### src/rtl/radix4_booth_seq_mul.sv
// Sequential radix-4 Booth multiplier: one recoded digit per enabled cycle,
// signed/unsigned operands, valid/ready handshakes on both sides.
module radix4_booth_seq_mul #(
  parameter int WIDTH = 16
) (
  input  logic                 clk,
  input  logic                 rst_n,
  input  logic                 en,
  input  logic                 abort,
  input  logic                 in_valid,
  output logic                 in_ready,
  input  logic                 signed_mode,
  input  logic [WIDTH-1:0]     multiplicand,
  input  logic [WIDTH-1:0]     multiplier,
  output logic                 out_valid,
  input  logic                 out_ready,
  output logic [2*WIDTH-1:0]   product,
  output logic                 busy
);

  // state  | meaning
  // S_IDLE | waiting for operands
  // S_MUL  | retiring one Booth digit per enabled cycle
  // S_DONE | product valid, waiting for consumer

  localparam int N  = WIDTH/2 + 1;
  localparam int CW = $clog2(N);
  localparam int XW = WIDTH + 2;
  localparam int AW = WIDTH + 4;

  if ((WIDTH < 4) || (WIDTH % 2 != 0)) begin : g_width_check
    $error("radix4_booth_seq_mul: WIDTH must be even and >= 4");
  end

  typedef enum logic [1:0] {S_IDLE, S_MUL, S_DONE} state_t;

  state_t              r_state, w_state_nxt;
  logic [CW-1:0]       r_cnt;
  logic [XW-1:0]       r_a;
  logic [XW-1:0]       r_mlt;
  logic                r_prev;
  logic [AW-1:0]       r_acc;
  logic [2*WIDTH-1:0]  r_product;

  logic                w_in_xfer, w_out_xfer, w_last;
  logic [2:0]          w_triplet;
  logic [AW-1:0]       w_ax, w_pp, w_sum, w_acc_nxt;
  logic [XW-1:0]       w_mlt_nxt;

  assign in_ready   = en & ~abort & ((r_state == S_IDLE) | ((r_state == S_DONE) & out_ready));
  assign out_valid  = (r_state == S_DONE);
  assign busy       = (r_state != S_IDLE);
  assign product    = r_product;
  assign w_in_xfer  = in_valid & in_ready;
  assign w_out_xfer = out_valid & out_ready & en;
  assign w_last     = (r_cnt == CW'(N-1));

  always_ff @(posedge clk or negedge rst_n) begin
    if (!rst_n) r_state <= S_IDLE;
    else        r_state <= w_state_nxt;
  end

  always_comb begin
    w_state_nxt = r_state;
    if (en) begin
      if (abort) begin
        w_state_nxt = S_IDLE;
      end else begin
        case (r_state)
          S_IDLE:  if (w_in_xfer) w_state_nxt = S_MUL;
          S_MUL:   if (w_last) w_state_nxt = S_DONE;
          S_DONE: begin
            if (w_in_xfer)       w_state_nxt = S_MUL;
            else if (w_out_xfer) w_state_nxt = S_IDLE;
          end
          default: w_state_nxt = S_IDLE;
        endcase
      end
    end
  end

  // Remaining multiplier bits shift out the bottom while settled product bits
  // shift in from the top, so {acc, mlt} holds the full result after N steps.
  assign w_ax      = {{2{r_a[XW-1]}}, r_a};
  assign w_triplet = {r_mlt[1:0], r_prev};

  always_comb begin
    w_pp = '0;
    case (w_triplet)
      3'b001, 3'b010: w_pp = w_ax;
      3'b011:         w_pp = w_ax << 1;
      3'b100:         w_pp = -(w_ax << 1);
      3'b101, 3'b110: w_pp = -w_ax;
      default:        w_pp = '0;
    endcase
  end

  assign w_sum     = r_acc + w_pp;
  assign w_acc_nxt = {{2{w_sum[AW-1]}}, w_sum[AW-1:2]};
  assign w_mlt_nxt = {w_sum[1:0], r_mlt[XW-1:2]};

  always_ff @(posedge clk or negedge rst_n) begin
    if (!rst_n) begin
      r_cnt     <= '0;
      r_a       <= '0;
      r_mlt     <= '0;
      r_prev    <= 1'b0;
      r_acc     <= '0;
      r_product <= '0;
    end else if (en) begin
      if (abort) begin
        r_cnt <= '0;
      end else if (w_in_xfer) begin
        r_a    <= signed_mode ? {{2{multiplicand[WIDTH-1]}}, multiplicand} : {2'b00, multiplicand};
        r_mlt  <= signed_mode ? {{2{multiplier[WIDTH-1]}}, multiplier} : {2'b00, multiplier};
        r_prev <= 1'b0;
        r_acc  <= '0;
        r_cnt  <= '0;
      end else if (r_state == S_MUL) begin
        r_acc  <= w_acc_nxt;
        r_mlt  <= w_mlt_nxt;
        r_prev <= r_mlt[1];
        if (w_last) begin
          r_cnt     <= '0;
          r_product <= {w_acc_nxt[WIDTH-3:0], w_mlt_nxt};
        end else begin
          r_cnt <= r_cnt + 1'b1;
        end
      end
    end
  end

endmodule

### config.mk
export PLATFORM = sky130hd
export DESIGN_NAME = radix4_booth_seq_mul
export DESIGN_NICKNAME = d
export VERILOG_FILES = /design/src/rtl/radix4_booth_seq_mul.sv
export SDC_FILE = /design/constraint.sdc
export NUM_CORES = 1
export LEC_CHECK = 0
export CAP_MARGIN = 30
export CORE_ASPECT_RATIO = 0.5
export CORE_MARGIN = 3
export CORE_UTILIZATION = 55
export CTS_CLUSTER_DIAMETER = 60
export DETAILED_ROUTE_END_ITERATION = 6
export PLACE_DENSITY = 0.87
export SYNTH_ARGS = -nofsm -noshare
export SYNTH_HDL_FRONTEND = slang
export SYNTH_SLANG_ARGS = --single-unit
### constraint.sdc
create_clock -name clk -period 8.9 [get_ports clk]
set_input_delay 0.89 -clock clk [delete_from_list [all_inputs] [get_ports clk]]
set_output_delay 0.89 -clock clk [all_outputs]
set_load 0.05 [all_outputs]
==> flow_summary.ini, run 1 <==
[outcome]
status = finished, final reports clean

[worst_hold_path]
min_path_type = in -> async

[power]
p_int_w = 0.00125
power_frac_clock_pct = 16.1
peakVddDrop_uv = 140
p_per_area_mw_per_mm2 = 356
switching_share_pct = 48.4
p_switching_w = 0.00117
seqPwrFrac_pct = 29.9
power.leakage_nw = 3.11
combPwrFrac_pct = 54.0

[drt]
route.detailed.drc = 0
first_iter_violations = 555
first_pass_iters = 6
routed_via_density = 6.02
routedWlPerCell_um = 17.1
num_vias = 5362
drt_wl_total_mm = 15.2
dr_wl_met2_mm = 6.70
met3_length_mm = 1.48
wl_met1_mm = 6.82
highest_layer = met4
final_antenna_net_count = 0

[synth]
synthXorXnorAreaFrac_pct = 5.08
synth_top_area_share_pct = 40.5
ys_seq_area_share_pct = 40.5
syn_nets = 763
syn_area_mm2 = 0.00569
ys_top_cells_by_area = dfrtp_1, nand2_1, o21ai_0, ha_1, xnor2_1
synth_fa_ha_area_share_pct = 5.19
synth_compound_area_share_pct = 19.4
synth_top_family_by_area = simple AND/OR/NAND/NOR gates
synthMuxAreaShare_pct = 1.50
yosys.area_share.simple_pct = 24.3
synth_top_area_cell = dfrtp_1
yosys_warnings = 0
synth_seq_cells = 92
synth_top_flop_cell = dfrtp_1
synth-edff-count = 0
postSynthCellCount = 701
ys_types = 64
synthArstFlopShare_pct = 100
avgSynthCellArea_um2 = 8.11

[clocking]
cts-root-buf = clkbuf_16
post_cts_resized = 0
hold_buffers = 0
path_clk_slew_ps = 70
cts_buffers = 9
cts.sinks = 92
cts_buffer_depth = 2
cts_tree = yes
post_cts_buffers = 0
insertion_delay_ps = 350
htree_levels = 3

[setup_path]
r2r-end = r_acc[16]
crit_path_start_kind = flop
required_ps = 9110
path_cells = inv_1, ha_1, nor3b_2, nand4b_1, or4_1, xor2_1, a22oi_1, o221ai_1, ha_1, a2111oi_0, a22oi_1, a21bo_2, o31a_1, xor2_1, o21ai_0
path_class = reg -> reg
critPathMaxFanout = 6
rrSetupSlack_ps = 4680
ff2ff_path_depth = 15
cpPeakStageDelay_ps = 660
cp_slowest_cell = a2111oi_0
end_kind = flop
reg2reg_from = r_a[0]
critical_path_arrival_ps = 4430

[floorplan]
start_util_pct = 58.3
core_mm2 = 0.00976
num_io_pins = 74
rows = 25
die_h_um = 77.9
dieArea_mm2 = 0.0117
fp.dieW_um = 150

[final_layout]
multi_input_area_mm2 = 0.00316
final_cell_mix = nand2_1, dfrtp_1, clkdlybuf4s50_1
nFillCells = 781
num-nets-final = 812
seq_area_mm2 = 0.00230
final_common_cell = nand2_1
drive_above_1_share_pct = 5.56
area_delta_synth_final_pct = 19.8
diodes = 0

[timing]
fin_crit_ps = 4220
finalSetupTns_ps = 0
hold_violations = 0
fmaxAchievable_ghz = 0.237
drv_slew = 0
timing.hold.ws_ps = 470
finalSetupViolations = 0
slew_headroom_pct = 37.8
fin_crit_sh_pct = 47.4
rsz0062_at_grt = false
finClkSkew_ps = 10.7
worst_pin_slew_ps = 933

[global_routing]
grt_overflow = 0
grt_pass1_wl_mm = 25.1
grt_usage_pct = 26.8
grt_pass1_vias = 5109
grt_max_degree = 63
antenna_found_initial = 0

[placement]
routabilityCongestion = 1.00
dpl.hpwl_mm = 10.7
io_buffers = 73

[job]
max-cap-violations = 0
[cell type report]
cell class,instances,share of cell area [%]
multi-input cells,551,46.4
flip-flops and latches,92,33.8
repair buffers,81,12.0
clock buffers,10,3.51
well taps,135,2.48
clock inverters,6,1.01
inverters,15,0.826
[Yosys cell counts (2+ instances only)]
cell type	count
dfrtp_1	92
o21ai_0	62
nor2_1	29
xor2_1	11
o211ai_1	4
nand2b_1	2
mux2i_1	4
o31ai_1	6
or2_2	2
inv_1	15
buf_2	2
mux2_2	4
a22oi_1	25
and4_1	2
nand3_1	25
or3_1	6
xnor2_1	22
a21oi_1	27
or4_4	2
nand4_1	7
a2111oi_0	2
nor2b_1	7
nor4_1	2
and3_1	2
a211oi_1	2
and2_1	5
o22ai_1	6
nand2_1	203
o221ai_1	4
a21o_1	9
buf_1	4
ha_1	22
a31oi_1	4
nor3_1	11
a32oi_1	3
a221oi_1	3
o21bai_1	2
clkbuf_1	35
[worst max-delay path: cells and delay by family, from the launching register on]
family,cells,cell delay [ps]
flops,1,420
compound gates,7,1580
buf+inv,1,90
xor+xnor,2,310
simple gates,3,1130
fa+ha+maj,2,580
[kinds of logic after synthesis]
logic type	count (synthesis)
compound gates	173
xor+xnor	33
fa+ha+maj	23
buf+inv	58
flops	92
mux	8
simple gates	314
[layer usage]
| metal | vias up | track usage, % |
|---|---|---|
| met5 | - | 0 |
| met4 | 0 | 6.39 |
| met3 | 26 | 6.88 |
| met2 | 265 | 40.8 |
| met1 | 2528 | 38.5 |
| li1 | 2543 | - |
[worst max path at each step]
stage | from | end | slack [ps] | depth (start not counted)
final | r_a[0] | r_acc[16] | 4680 | 15
after global routing | r_a[0] | r_acc[16] | 4300 | 15
after CTS | r_a[1] | r_acc[16] | 4820 | 15
after global placement | abort | product[29] | 4940 | 7
after detailed placement | r_a[0] | r_acc[16] | 4850 | 15
after floorplan | out_ready | r_mlt[10] | 5160 | 8
[registers in the layout, summed over array words and instances, names as in the netlist]
register and count:
r_state 2, r_prev 1, product 32, r_mlt 18
r_a 17, r_cnt 4, r_acc 18
[power groups by stage]
stage / clock network (W) / logic (W) / registers, W
2_1_floorplan: 0 / 0.000861 / 0.000778
3_3_place_gp: 0 / 0.00124 / 0.000719
3_5_place_dp: 0 / 0.00128 / 0.000724
4_1_cts: 0.000395 / 0.00129 / 0.000720
5_1_grt: 0.000416 / 0.00142 / 0.000746
6_report: 0.000390 / 0.00131 / 0.000726
[per-stage QoR]
stage / utilization [%] / cell area, µm² / cells / total power (W) / setup WS [ps]
floorplan: - / 5690 / 701 / 0.00164 / 5160
global placement: 66.1 / 6450 / 871 / 0.00196 / 4940
detailed placement: 66.7 / 6510 / 874 / 0.00200 / 4850
CTS: 69.8 / 6810 / 890 / 0.00240 / 4820
global route: 69.8 / 6810 / 890 / 0.00258 / 4300
finish: 69.8 / 6810 / 890 / 0.00243 / 4680
No activity file was read; power rests on OpenSTA's default activity.
==> run 2, diff against run 1 <==
==> constraint.sdc (replaced) <==
create_clock -name clk -period 4 [get_ports clk]
set_input_delay 0.4 -clock clk [delete_from_list [all_inputs] [get_ports clk]]
set_output_delay 0.4 -clock clk [all_outputs]
set_load 0.05 [all_outputs]
==> flow_summary.ini, run 2 (synthesis results as in run 1) <==
[outcome]
status = finished, final reports clean

[power]
p_per_area_mw_per_mm2 = 805
peakVddDrop_uv = 384
total_power_w = 0.00563
power.leakage_nw = 3.20

[final_layout]
finish.instance_area_mm2 = 0.00699
final_common_cell = nand2_1
nFillCells = 783
num-nets-final = 832
instances_no_fill = 910
drive_above_1_share_pct = 9.29
diodes = 0
largest_reg_flops = 32
area_delta_synth_final_pct = 23.0
final_cell_mix = nand2_1, dfrtp_1, clkdlybuf4s50_1

[drt]
num_vias = 5349
met3_length_mm = 1.37
first_iter_violations = 553
routedWlPerCell_um = 16.9
wl_met1_mm = 6.91
highest_layer = met4
dr_wl_met2_mm = 6.88
final_antenna_net_count = 0
first_pass_iters = 6
routed_via_density = 5.88
drt_wl_total_mm = 15.4
route.detailed.drc = 0

[setup_path]
end_kind = flop
rrSetupSlack_ps = 160
required_ps = 4260
crit_path_start_kind = flop
path_class = reg -> reg
critical_path_arrival_ps = 4100
critPathMaxFanout = 6

[placement]
io_buffers = 73
routabilityCongestion = 0.973
placedInstanceArea_mm2 = 0.00660
dpl.hpwl_mm = 10.8
post-place-ws_ps = 33.9
dp_cells = 890

[timing]
slew_headroom_pct = 43.3
fin_crit_sh_pct = 96.0
hold_violations = 0
timing.hold.ws_ps = 149
fin_crit_ps = 3840
fmaxAchievable_ghz = 0.260
drv_slew = 0
worst_pin_slew_ps = 851
finalSetupViolations = 0
worst_slack_ps = 161
finClkSkew_ps = 8.59

[global_routing]
antenna_found_initial = 0
grt_overflow = 0
grt_usage_pct = 26.7
grt_pass1_vias = 5009
grt_max_degree = 65
grt_pass1_wl_mm = 24.9

[job]
max-cap-violations = 0

[worst_hold_path]
min_path_type = in -> async

[clocking]
cts-root-buf = clkbuf_16
htree_levels = 3
cts_buffers = 9
cts.sinks = 92
cts_buffer_depth = 2
insertion_delay_ps = 350
path_clk_slew_ps = 70
hold_buffers = 0
cts_tree = yes

[floorplan]
num_io_pins = 74
fp.dieW_um = 150
core_mm2 = 0.00976
die_h_um = 77.9
dieArea_mm2 = 0.0117
rows = 25
start_util_pct = 58.3
## run 2: where the power goes
group          leakage [nW]  switching [W]  internal [W]  total [W]
combinational          1.85        0.00192       0.00124    0.00316
clock                 0.146       0.000397      0.000456   0.000853
sequential             1.21       0.000378       0.00124    0.00162
## run 2: final cells by class
| type | count | area (µm²) | area share (%) |
|---|---|---|---|
| repair buffers | 101 | 938 | 13.4 |
| flip-flops and latches | 92 | 2300 | 32.9 |
| clock buffers | 10 | 239 | 3.42 |
| clock inverters | 6 | 63.8 | 0.912 |
| well taps | 135 | 169 | 2.42 |
| inverters | 15 | 56.3 | 0.805 |
| multi-input cells | 551 | 3230 | 46.1 |
## run 2: routing by layer
layer | track usage [%] | vias to the layer above
met5 | 0 | -
met4 | 5.29 | 0
met3 | 7.76 | 29
met2 | 41.2 | 228
met1 | 37.7 | 2502
li1 | - | 2590
## run 2: final timing paths
path                                  start           to  depth (start not counted)
worst max-delay path                 r_a[0]    r_acc[18]                         16
worst min-delay path                  rst_n       r_a[2]                          1
worst max register to register       r_a[0]    r_acc[18]                         16
worst min register to register  product[13]  product[13]                          2
max in group asynchronous             rst_n    r_acc[12]                          2
min in group clk                product[13]  product[13]                          2
## run 2: what timing repair did
action                     in CTS  in global routing
gates resized for setup         0                 18
buffers inserted                0                  4
setup endpoints to repair       0                 10
## run 2: per-stage QoR
step / setup TNS [ps] / util (%)
floorplan: 0 / -
global placement: 0 / 67.6
detailed placement: 0 / 67.6
CTS: 0 / 70.7
global route: -76.0 / 71.7
finish: 0 / 71.7
## run 2: critical path: stages (launching register included)
cell	delay, ps
dfrtp_1	420
inv_1	90
ha_1	180
nor3b_2	270
and2_1	310
nor2b_2	260
xnor2_1	100
a22oi_1	170
o221ai_1	160
ha_1	370
buf_4	190
nand2_1	60
o211ai_1	370
o211ai_1	200
and3_1	230
or2_0	220
o211ai_1	170
==> run 3, diff against run 2 <==
--- a/config.mk
+++ b/config.mk
@@ -8,10 +8,11 @@
 export CAP_MARGIN = 30
 export CORE_ASPECT_RATIO = 0.5
 export CORE_MARGIN = 3
-export CORE_UTILIZATION = 55
-export CTS_CLUSTER_DIAMETER = 60
+export CORE_UTILIZATION = 56
+export CTS_CLUSTER_DIAMETER = 200
 export DETAILED_ROUTE_END_ITERATION = 6
-export PLACE_DENSITY = 0.87
+export PLACE_DENSITY = 0.88
+export SKIP_LAST_GASP = 1
 export SYNTH_ARGS = -nofsm -noshare
 export SYNTH_HDL_FRONTEND = slang
 export SYNTH_SLANG_ARGS = --single-unit
==> flow_summary.ini, run 3 (synthesis results as in run 1) <==
[final_layout]
drive_above_1_share_pct = 9.14
final_common_cell = nand2_1
largest_reg_flops = 32
instances_no_fill = 912
final_cell_mix = nand2_1, dfrtp_1, clkdlybuf4s50_1
area_delta_synth_final_pct = 22.8
diodes = 0
num-nets-final = 834

[setup_path]
path_cells = inv_1, ha_1, inv_1, or3_1, or3_1, nand2_1, xnor2_1, a221oi_1, a21oi_1, ha_1, a2111oi_1, o21ai_1, a41oi_2, buf_4, xor2_1, o21ai_0
ff2ff_path_depth = 16
required_ps = 4190
path_class = reg -> reg
critical_path_arrival_ps = 4000
cpPeakStageDelay_ps = 420
rrSetupSlack_ps = 190
cp_slowest_cell = dfrtp_1
crit_path_start_kind = flop
critPathMaxFanout = 5
reg2reg_from = r_a[0]
end_kind = flop
r2r-end = product[26]

[clocking]
insertion_delay_ps = 350
cts_tree = yes
cts_buffers = 9
cts_buffer_depth = 2
hold_buffers = 0
htree_levels = 3
cts-root-buf = clkbuf_16
path_clk_slew_ps = 70
cts.sinks = 92

[floorplan]
rows = 25
die_h_um = 77.3
core_mm2 = 0.00967
start_util_pct = 58.8
num_io_pins = 74
fp.dieW_um = 149
dieArea_mm2 = 0.0115

[timing]
fin_crit_sh_pct = 95.3
finalSetupViolations = 0
worst_pin_slew_ps = 848
hold_violations = 0
drv_slew = 0
finClkSkew_ps = 10.4
slew_headroom_pct = 43.5
finalSetupTns_ps = 0
rsz0062_at_grt = true
fmaxAchievable_ghz = 0.262
fin_crit_ps = 3810

[job]
max-cap-violations = 0

[global_routing]
antenna_found_initial = 0
grt_overflow = 0
grt_usage_pct = 26.8
grt_max_degree = 66
grt_pass1_wl_mm = 25.0
grt_pass1_vias = 5154

[worst_hold_path]
min_path_type = in -> async

[power]
p_int_w = 0.00290
power.leakage_nw = 3.21
p_per_area_mw_per_mm2 = 801
seqPwrFrac_pct = 28.4
switching_share_pct = 48.1
power_frac_clock_pct = 15.4
peakVddDrop_uv = 364
combPwrFrac_pct = 56.3
p_switching_w = 0.00269

[placement]
dp_cells = 891
dpl.hpwl_mm = 10.9
routabilityCongestion = 0.991
io_buffers = 73

[drt]
final_antenna_net_count = 0
routedWlPerCell_um = 16.9
first_iter_violations = 560
first_pass_iters = 6
num_vias = 5424
routed_via_density = 5.95
route.detailed.drc = 0
drt_wl_total_mm = 15.4

[outcome]
status = finished, final reports clean
[run 3: cell count changes in the layout (fill, tap and decap cells not counted), sizes merged]
cell / delta
clkbuf: -1
clkinv: +2
buf: +2
clkinvlp: -1
[run 3: cell type report]
cell class | count | area, µm²
clock buffer | 9 | 225
multi-input combinational | 551 | 3200
inverter | 15 | 56.3
sequential | 92 | 2300
fill | 743 | 2680
timing repair buffer | 103 | 953
clock inverter | 7 | 76.3
tap | 135 | 169
[run 3: per-layer routing]
| metal | vias up | part of all wire, % | wire length [µm] | global-route usage, % |
|---|---|---|---|---|
| met4 | 0 | 2.5 | 380 | 9.31 |
| met5 | - | 0 | 0 | 0 |
| met3 | 42 | 9.9 | 1530 | 6.91 |
| met2 | 251 | 43 | 6670 | 40.6 |
| li1 | 2586 | - | - | - |
| met1 | 2545 | 44 | 6860 | 37.5 |
[run 3: what timing repair did]
action	4_1_cts	5_1_grt
setup buffers	0	5
setup endpoints to repair	0	13
gates resized for setup	0	13
[run 3: worst max-delay path: cells and delay by family (launching register included)]
family	cells	cell delay (ps)
compound gates	6	1400
xor+xnor	2	270
fa+ha+maj	2	430
buf+inv	3	360
flops	1	420
simple gates	3	800
[run 3: how the worst max path moves through the flow]
stage	startpoint	slack (ps)	endpoint
floorplan	r_a[0]	480	r_acc[16]
global placement	r_a[0]	250	r_acc[16]
detailed placement	r_a[1]	100	product[30]
CTS	r_a[0]	100	product[30]
global route	r_a[1]	-90	r_acc[18]
finish	r_a[0]	190	product[26]
[run 3: power groups by stage]
stage / Combinational [W] / Sequential [W] / Clock (W)
after CTS: 0.00303 / 0.00157 / 0.000870
final: 0.00315 / 0.00159 / 0.000861
after global routing: 0.00344 / 0.00163 / 0.000914
after global placement: 0.00294 / 0.00157 / 0
after detailed placement: 0.00300 / 0.00158 / 0
after floorplan: 0.00192 / 0.00173 / 0
[run 3: metrics by stage]
stage	cell area [µm²]	worst slack, ps	utilization (%)	total power, W	hold slack (ps)
floorplan	5690	483	-	0.00365	104
global placement	6600	250	68.3	0.00451	458
detailed placement	6600	95.2	68.3	0.00458	461
CTS	6900	95.8	71.4	0.00547	177
global route	6990	-88.7	72.3	0.00598	208
finish	6990	189	72.3	0.00559	151
